--- config.mk ---
export PLATFORM = sky130hd
export DESIGN_NAME = rgmii_tx_speed_switch_ctrl
export DESIGN_NICKNAME = d
export VERILOG_FILES = /design/src/rtl/rgmii_tx_speed_switch_ctrl.sv
export SDC_FILE = /design/constraint.sdc
export NUM_CORES = 1
export LEC_CHECK = 0
export BUFFER_PORTS_ARGS = -buffer_cell sky130_fd_sc_hd__buf_2
export CORE_MARGIN = 4
export CORE_UTILIZATION = 50
export CTS_BUF_LIST = sky130_fd_sc_hd__clkbuf_4
export DETAILED_ROUTE_END_ITERATION = 12
export PLACE_DENSITY = 0.74
export SYNTH_ARGS = -nofsm -noshare
export SYNTH_HDL_FRONTEND = slang
export SYNTH_SLANG_ARGS = --single-unit
--- constraint.sdc ---
create_clock -name clk250_i -period 2.23 [get_ports clk250_i]
set_input_delay 0 -clock clk250_i [delete_from_list [all_inputs] [get_ports clk250_i]]
set_output_delay 0 -clock clk250_i [all_outputs]
set_load 0.1 [all_outputs]
--- src/rtl/rgmii_tx_speed_switch_ctrl.sv ---
// Link-speed switch sequencer for the RGMII TX clock generator: drains the MAC, resets the generator, and waits for it to settle.
// Optional drain timeout is enabled by defining RGMII_SPEED_SW_TIMEOUT_EN.
module rgmii_tx_speed_switch_ctrl #(
    parameter logic [1:0] init_setting_p  = 2'b00,
    parameter int         rst_cycles_p    = 16,
    parameter int         settle_cycles_p = 32,
    parameter int         drain_timeout_p = 4096
) (
    input  logic       clk250_i,
    input  logic       clk250_rst_i,
    input  logic       speed_v_i,
    input  logic [1:0] speed_i,
    output logic       speed_ready_o,
    input  logic       tx_idle_i,
    output logic       tx_hold_o,
    output logic       gen_rst_o,
    output logic [1:0] clk_setting_o,
    output logic       done_o,
    output logic       err_o,
    output logic       timeout_o
);

    localparam int max_rs_c  = (rst_cycles_p > settle_cycles_p) ? rst_cycles_p : settle_cycles_p;
    localparam int cnt_max_c = (max_rs_c > drain_timeout_p) ? max_rs_c : drain_timeout_p;
    localparam int cnt_w_c   = $clog2(cnt_max_c + 1);

    localparam logic [cnt_w_c-1:0] rst_load_c    = cnt_w_c'(rst_cycles_p - 1);
    localparam logic [cnt_w_c-1:0] settle_load_c = cnt_w_c'(settle_cycles_p - 1);
    localparam logic [cnt_w_c-1:0] drain_load_c  = cnt_w_c'(drain_timeout_p - 1);

    typedef enum logic [1:0] {
        IDLE   = 2'd0,
        DRAIN  = 2'd1,
        RESET  = 2'd2,
        SETTLE = 2'd3
    } state_t;

    state_t             state_reg;
    logic [cnt_w_c-1:0] cnt_reg;
    logic [1:0]         pend_reg;
    logic               load_reg;   // counter not yet loaded since the async reset
    logic               por_reg;    // current sequence is the power-on one: no done pulse
    logic               drain_timeout;

`ifdef RGMII_SPEED_SW_TIMEOUT_EN
    assign drain_timeout = (state_reg == DRAIN) && (cnt_reg == '0) && !tx_idle_i;

    always_ff @(posedge clk250_i or posedge clk250_rst_i) begin
        if (clk250_rst_i) begin
            timeout_o <= 1'b0;
        end else if (drain_timeout) begin
            timeout_o <= 1'b1;
        end
    end
`else
    assign drain_timeout = 1'b0;
    assign timeout_o     = 1'b0;
`endif

    always_ff @(posedge clk250_i or posedge clk250_rst_i) begin
        if (clk250_rst_i) begin
            state_reg     <= RESET;
            cnt_reg       <= '0;
            pend_reg      <= init_setting_p;
            load_reg      <= 1'b1;
            por_reg       <= 1'b1;
            clk_setting_o <= init_setting_p;
            gen_rst_o     <= 1'b1;
            tx_hold_o     <= 1'b1;
            speed_ready_o <= 1'b0;
            done_o        <= 1'b0;
            err_o         <= 1'b0;
        end else begin
            done_o <= 1'b0;
            case (state_reg)
                IDLE: begin
                    if (speed_v_i && speed_ready_o) begin
                        if (speed_i == 2'b11) begin
                            err_o  <= 1'b1;
                            done_o <= 1'b1;
                        end else if (speed_i == clk_setting_o) begin
                            done_o <= 1'b1;
                        end else begin
                            pend_reg      <= speed_i;
                            state_reg     <= DRAIN;
                            tx_hold_o     <= 1'b1;
                            speed_ready_o <= 1'b0;
                            cnt_reg       <= drain_load_c;
                        end
                    end
                end
                DRAIN: begin
                    // Setting is applied on the same edge the generator enters reset.
                    if (tx_idle_i || drain_timeout) begin
                        state_reg     <= RESET;
                        gen_rst_o     <= 1'b1;
                        clk_setting_o <= pend_reg;
                        cnt_reg       <= rst_load_c;
                    end else if (cnt_reg != '0) begin
                        cnt_reg <= cnt_reg - 1'b1;
                    end
                end
                RESET: begin
                    if (load_reg) begin
                        load_reg <= 1'b0;
                        cnt_reg  <= rst_load_c;
                    end else if (cnt_reg == '0) begin
                        state_reg <= SETTLE;
                        gen_rst_o <= 1'b0;
                        cnt_reg   <= settle_load_c;
                    end else begin
                        cnt_reg <= cnt_reg - 1'b1;
                    end
                end
                SETTLE: begin
                    if (cnt_reg == '0) begin
                        state_reg     <= IDLE;
                        tx_hold_o     <= 1'b0;
                        speed_ready_o <= 1'b1;
                        done_o        <= !por_reg;
                        por_reg       <= 1'b0;
                    end else begin
                        cnt_reg <= cnt_reg - 1'b1;
                    end
                end
                default: state_reg <= RESET;
            endcase
        end
    end

endmodule

* After elaboration in Yosys (flattened, before gate mapping) *
Cells that the tools add are included.

storage, ports and cells
  flip-flop bits (word level) = 26
  latch bits = 0
  bits in writable memories = 0
  ROM bits = 0
  input port bits = 6
  output and inout bits = 8
  word-level logic and storage cells = 78
  memories = 0

cells by class
  add/sub/neg operators = 1
  multiply operators = 0
  divide/modulo/power cells = 0
  order comparisons = 0
  equality and inequality tests = 14
  shift operators = 0
  mux-type cells = 35
  bitwise logic cells = 2
  reduce and logical (&&, ||, !) cells = 15

operator list
  cell                   number
  $mux 13                8
  $pmux 13 s4            1
  $ne 2x2->1 const B     8
  $mux 1                 14
  $mux 2                 7
  $logic_not 13->1       1
  $reduce_bool 13->1     1
  $sub 13x1->13 const B  1
  $reduce_and 5->1       2
  $pmux 1 s2             4
  $pmux 2 s4             1
  $reduce_and 4->1       2
  $reduce_and 7->1       1
  $eq 2x2->1 const B     3
  $reduce_and 2->1       2
  $reduce_bool 2->1      2
  $ne 3x3->1 const B     1
  $reduce_and 3->1       1
  $eq 2x1->1 const B     1
  $eq 2x2->1             1
  $logic_not 2->1        1
  $not 1->1              2
  $logic_and 1x1->1      1
  $logic_not 1->1        1

* Logic depth before layout (Yosys ltp) *
  word-level depth = 5
  depth in mapped cells = 8
  gate-level depth less buffers = 7

* Worst setup path after synthesis *
Ideal clock, no wire load.

  path kind = register to register
  start = register speed_ready_o
  end = register pend_reg[0]
  setup time = 0.125 ns
  arrival time = 1.977 ns
  required time = 2.105 ns
  path slack = 0.128 ns
  cell stages (with the launch flop) = 4
  path buffers = 0
  clock period less this slack = 2.102 ns
  cells stage by stage = dfrtp_1 > and3_1 > a21boi_0 > mux2_2

between the ends
  cells in the longest elaborated chain, start to end = 2

ends and longest elaborated chain
  element                            RTL line  source
  from (decl)                        13        output logic speed_ready_o,
  from (signal assigned)             70        speed_ready_o <= 1'b0;
  from (signal assigned)             87        speed_ready_o <= 1'b0;
  from (signal assigned)             119       speed_ready_o <= 1'b1;
  $logic_and 1x1->1                  77        if (speed_v_i && speed_ready_o) begin
  $reduce_and 4->1 (no source line)  n/a
  to (signal assigned)               64        pend_reg <= init_setting_p;
  to (signal assigned)               84        pend_reg <= speed_i;
  to (decl)                          40        logic [1:0] pend_reg;

No other way between the ends.
A chain may end at the register's enable or synchronous reset.

* Worst setup path in the final report *
  start = register cnt_reg[0]
  end = register state_reg[1]

between the ends
  cells in the longest elaborated chain, start to end = 3
  elaborated cells on any way between the ends = 4
  classes of those cells = eq/ne: 2; reduce/logical: 2

ends and longest elaborated chain
  element                              RTL line  source
  from (decl)                          39        logic [cnt_w_c-1:0] cnt_reg;
  from (signal assigned)               88        cnt_reg <= drain_load_c;
  from (signal assigned)               98        cnt_reg <= rst_load_c;
  from (signal assigned)               100       cnt_reg <= cnt_reg - 1'b1;
  $logic_not 13->1 *                   107, 116
  $ne 2x2->1 (no source line)          n/a
  $reduce_and 7->1 (no source line) *  n/a
  to (signal assigned)                 108       state_reg <= SETTLE;
  to (signal assigned)                 117       state_reg <= IDLE;
  to (signal assigned)                 126       default: state_reg <= RESET;
  to (decl)                            38        state_t state_reg;

Every way passes the cells marked *; elsewhere a longest branch is shown, timed or not.

==> impl_metrics.tcl <==
set metrics [dict create \
    postSynthCellCount 164 \
    synthTopCellsByCount "dfrtp_1, nor2_1, a21oi_1, nand2_1, inv_1" \
    track_usage_pct 18.35 \
    critPathKind "reg2reg" \
    yosysSeqAreaShare_pct 42.41 \
    antenna_found_initial 0 \
    cts_max_path_buffers 2 \
    die_area_um2 4053 \
    postRouteAntennaNets 0 \
    rows 19 \
    gp_congestion 0.8310 \
    yosysTopAreaCellShare_pct 33.93 \
    worstHoldStart "tx_idle_i" \
    p_per_area_nw_per_um2 1695 \
    drc_errors 0 \
    postSynthAreaPerCell_um2 9.445 \
    cts_root_buf "clkbuf_4" \
    hpwl_um 2532 \
    setup_viol 0 \
    hold_slack_ps 109.7 \
    boundaryPins 14 \
    syn2layout_area_growth_pct 16.80 \
    fin_crit_sh_pct 98.30 \
    worst_pin_slew_ps 1039 \
    whs_path_depth 3 \
    maxCapViolCount 0 \
    worstPathRequired_ps 2510 \
    synth_edf_count 0 \
    final_layout_size_suffix_gt1_share_pct 28.04 \
    synth_area_leaders "dfrtp_1, dfstp_2, ha_1" \
    rr_startpoint "cnt_reg[0]" \
    fin_worst_skew_ps 6.100 \
    cp-end-kind "flop" \
    power.total_uw 3066 \
    syn-cell-area_um2 1549 \
    clkTransAtPathRegs_ps 150 \
    worst_ep_arrival_time_ps 2480 \
    maxSlewViolCount 0 \
    drtIter0Drc 46 \
    drt-wirelength-per-cell_um 15.63 \
    routed-via-count 1338 \
    fp.coreArea_um2 2853 \
    ys_warn_count 0 \
    leakage_uw 0.0008108 \
    clock.fmax_ghz 0.4562 \
    die_h_um 63.66 \
    r2r_cells 7 \
    crit_start "cnt_reg[0]" \
    largest_reg_flops 13 \
    slew_headroom_pct 30.63 \
    outcome "complete, no violations" \
    cts_tree "built" \
    finalHoldViolations 0 \
    setup_tns_ps 0 \
    cts-htree-levels 1 \
    hp-class "in2reg" \
    critical_path_buf_inv_count 1 \
    synth_top_area_cell "dfrtp_1" \
    start_util_pct 54.30 \
    port_buffers 12 \
    grt_remaining_overflow 0 \
    ir_worst_vdd_uv 827.2 \
    synth_ff_type "dfrtp_1" \
    grt_pass1_vias 1272 \
    firstDrtPassIters 4 \
    synthesis.nets 176 \
    grt_pass1_wl_um 5837 \
    ys_ff_latch 26 \
    dp_slack_ps 76.55 \
    routed_wl_um 3438 \
    via_per_inst 6.082 \
    crit_chain "inv_1, ha_1, or4b_4, or3_4, a21oi_4, nand3_2, mux2_4" \
    grt_setup_unrepaired "yes" \
    n_antenna_cell 0 \
    cts_sinks 26 \
    die_w_um 63.66 \
    cp.depth 7 \
    critPathLaunchType "flop" \
    ys_types 48 \
    nNetsFinal 202 \
    ys_async_sr_fraction_pct 100.0 \
    clkLatencyLatePin_ps 330 \
    crit_path_max_incr_delay_ps 480 \
    fin_util_pct 63.42 \
    crit_path_top_delay_cell "or4b_4" \
    yosys.cell_count.top_type "dfrtp_1" \
    path_max_fanout 5 \
    grt_start_max_net_pins 27 \
    cts_buffers 3 \
    path_delay_family "simple AND/OR/NAND/NOR gates" \
    fin_ws_ps 37.83 \
    fin_crit_ps 2192 \
]
-- stage by stage --
step	cell area (µm²)	cells
finish	1809	220
global route	1809	220
CTS	1787	220
detailed placement	1704	213
global placement	1704	213
floorplan	1549	164
-- tightest hold or removal path, stage by stage --
cell	delay [ps]
buf_2	120
nand2_1	140
mux2_2	170
-- cell families after synthesis --
family,share of synthesized area (%)
AOI/OAI and AO/OA,23.51
xor gates and xnor gates,0.5655
adders and majority gates,4.846
buffers and inverters,3.635
DFF,42.41
muxes,3.877
other,0.2421
and+or+nand+nor,20.92
-- cell usage in the layout, fill, tap and decap left out, types with 4 or more instances in the layout --
cell	instances
buf_4	10
nor2b_1	4
dfstp_2	5
a21oi_1	13
mux2_2	4
buf_2	12
dfrtp_1	21
nor4_1	4
nand2_1	12
nor2_1	16
ha_1	6
nand3_1	4
o21ai_0	9
inv_1	10
-- power by group --
group | total [µW] | internal [µW] | leakage, µW | switching [µW]
clock network | 332 | 182 | 0.0000279 | 150
logic | 1840 | 703 | 0.000473 | 1140
registers | 893 | 685 | 0.000309 | 208
-- layer usage --
layer	part of all wire [%]	global-route usage (%)
met1	47	24.53
met5	0	0
met3	3.1	2.842
met4	2.3	8.356
met2	48	29.07
-- what timing repair did --
action / CTS / global route
resized for setup: 0 / 3
setup buffers: 0 / 0
hold endpoints to repair: 24 / 0
hold buffers: 3 / 0
setup endpoints to repair: 0 / 7
-- final timing paths --
check / slack, ps / to
hold reg to reg: 500 / gen_rst_o
hold / removal: 110 / clk_setting_o[1]
max in group asynchronous: 1170 / cnt_reg[12]
min in group asynchronous: 440 / clk_setting_o[1]
setup / recovery: 40 / state_reg[1]
setup reg to reg: 40 / state_reg[1]
-- layout make-up --
| type | instances | area, µm² |
|---|---|---|
| fillers | 238 | 1044 |
| multi-input cells | 124 | 858.3 |
| flip-flops and latches | 26 | 656.9 |
| repair buffers | 25 | 165.2 |
| well taps | 31 | 38.79 |
| inverters | 10 | 37.54 |
| clock inverters | 1 | 30.03 |
| clock buffers | 3 | 22.52 |
No activity file was read; power rests on OpenSTA's default activity.
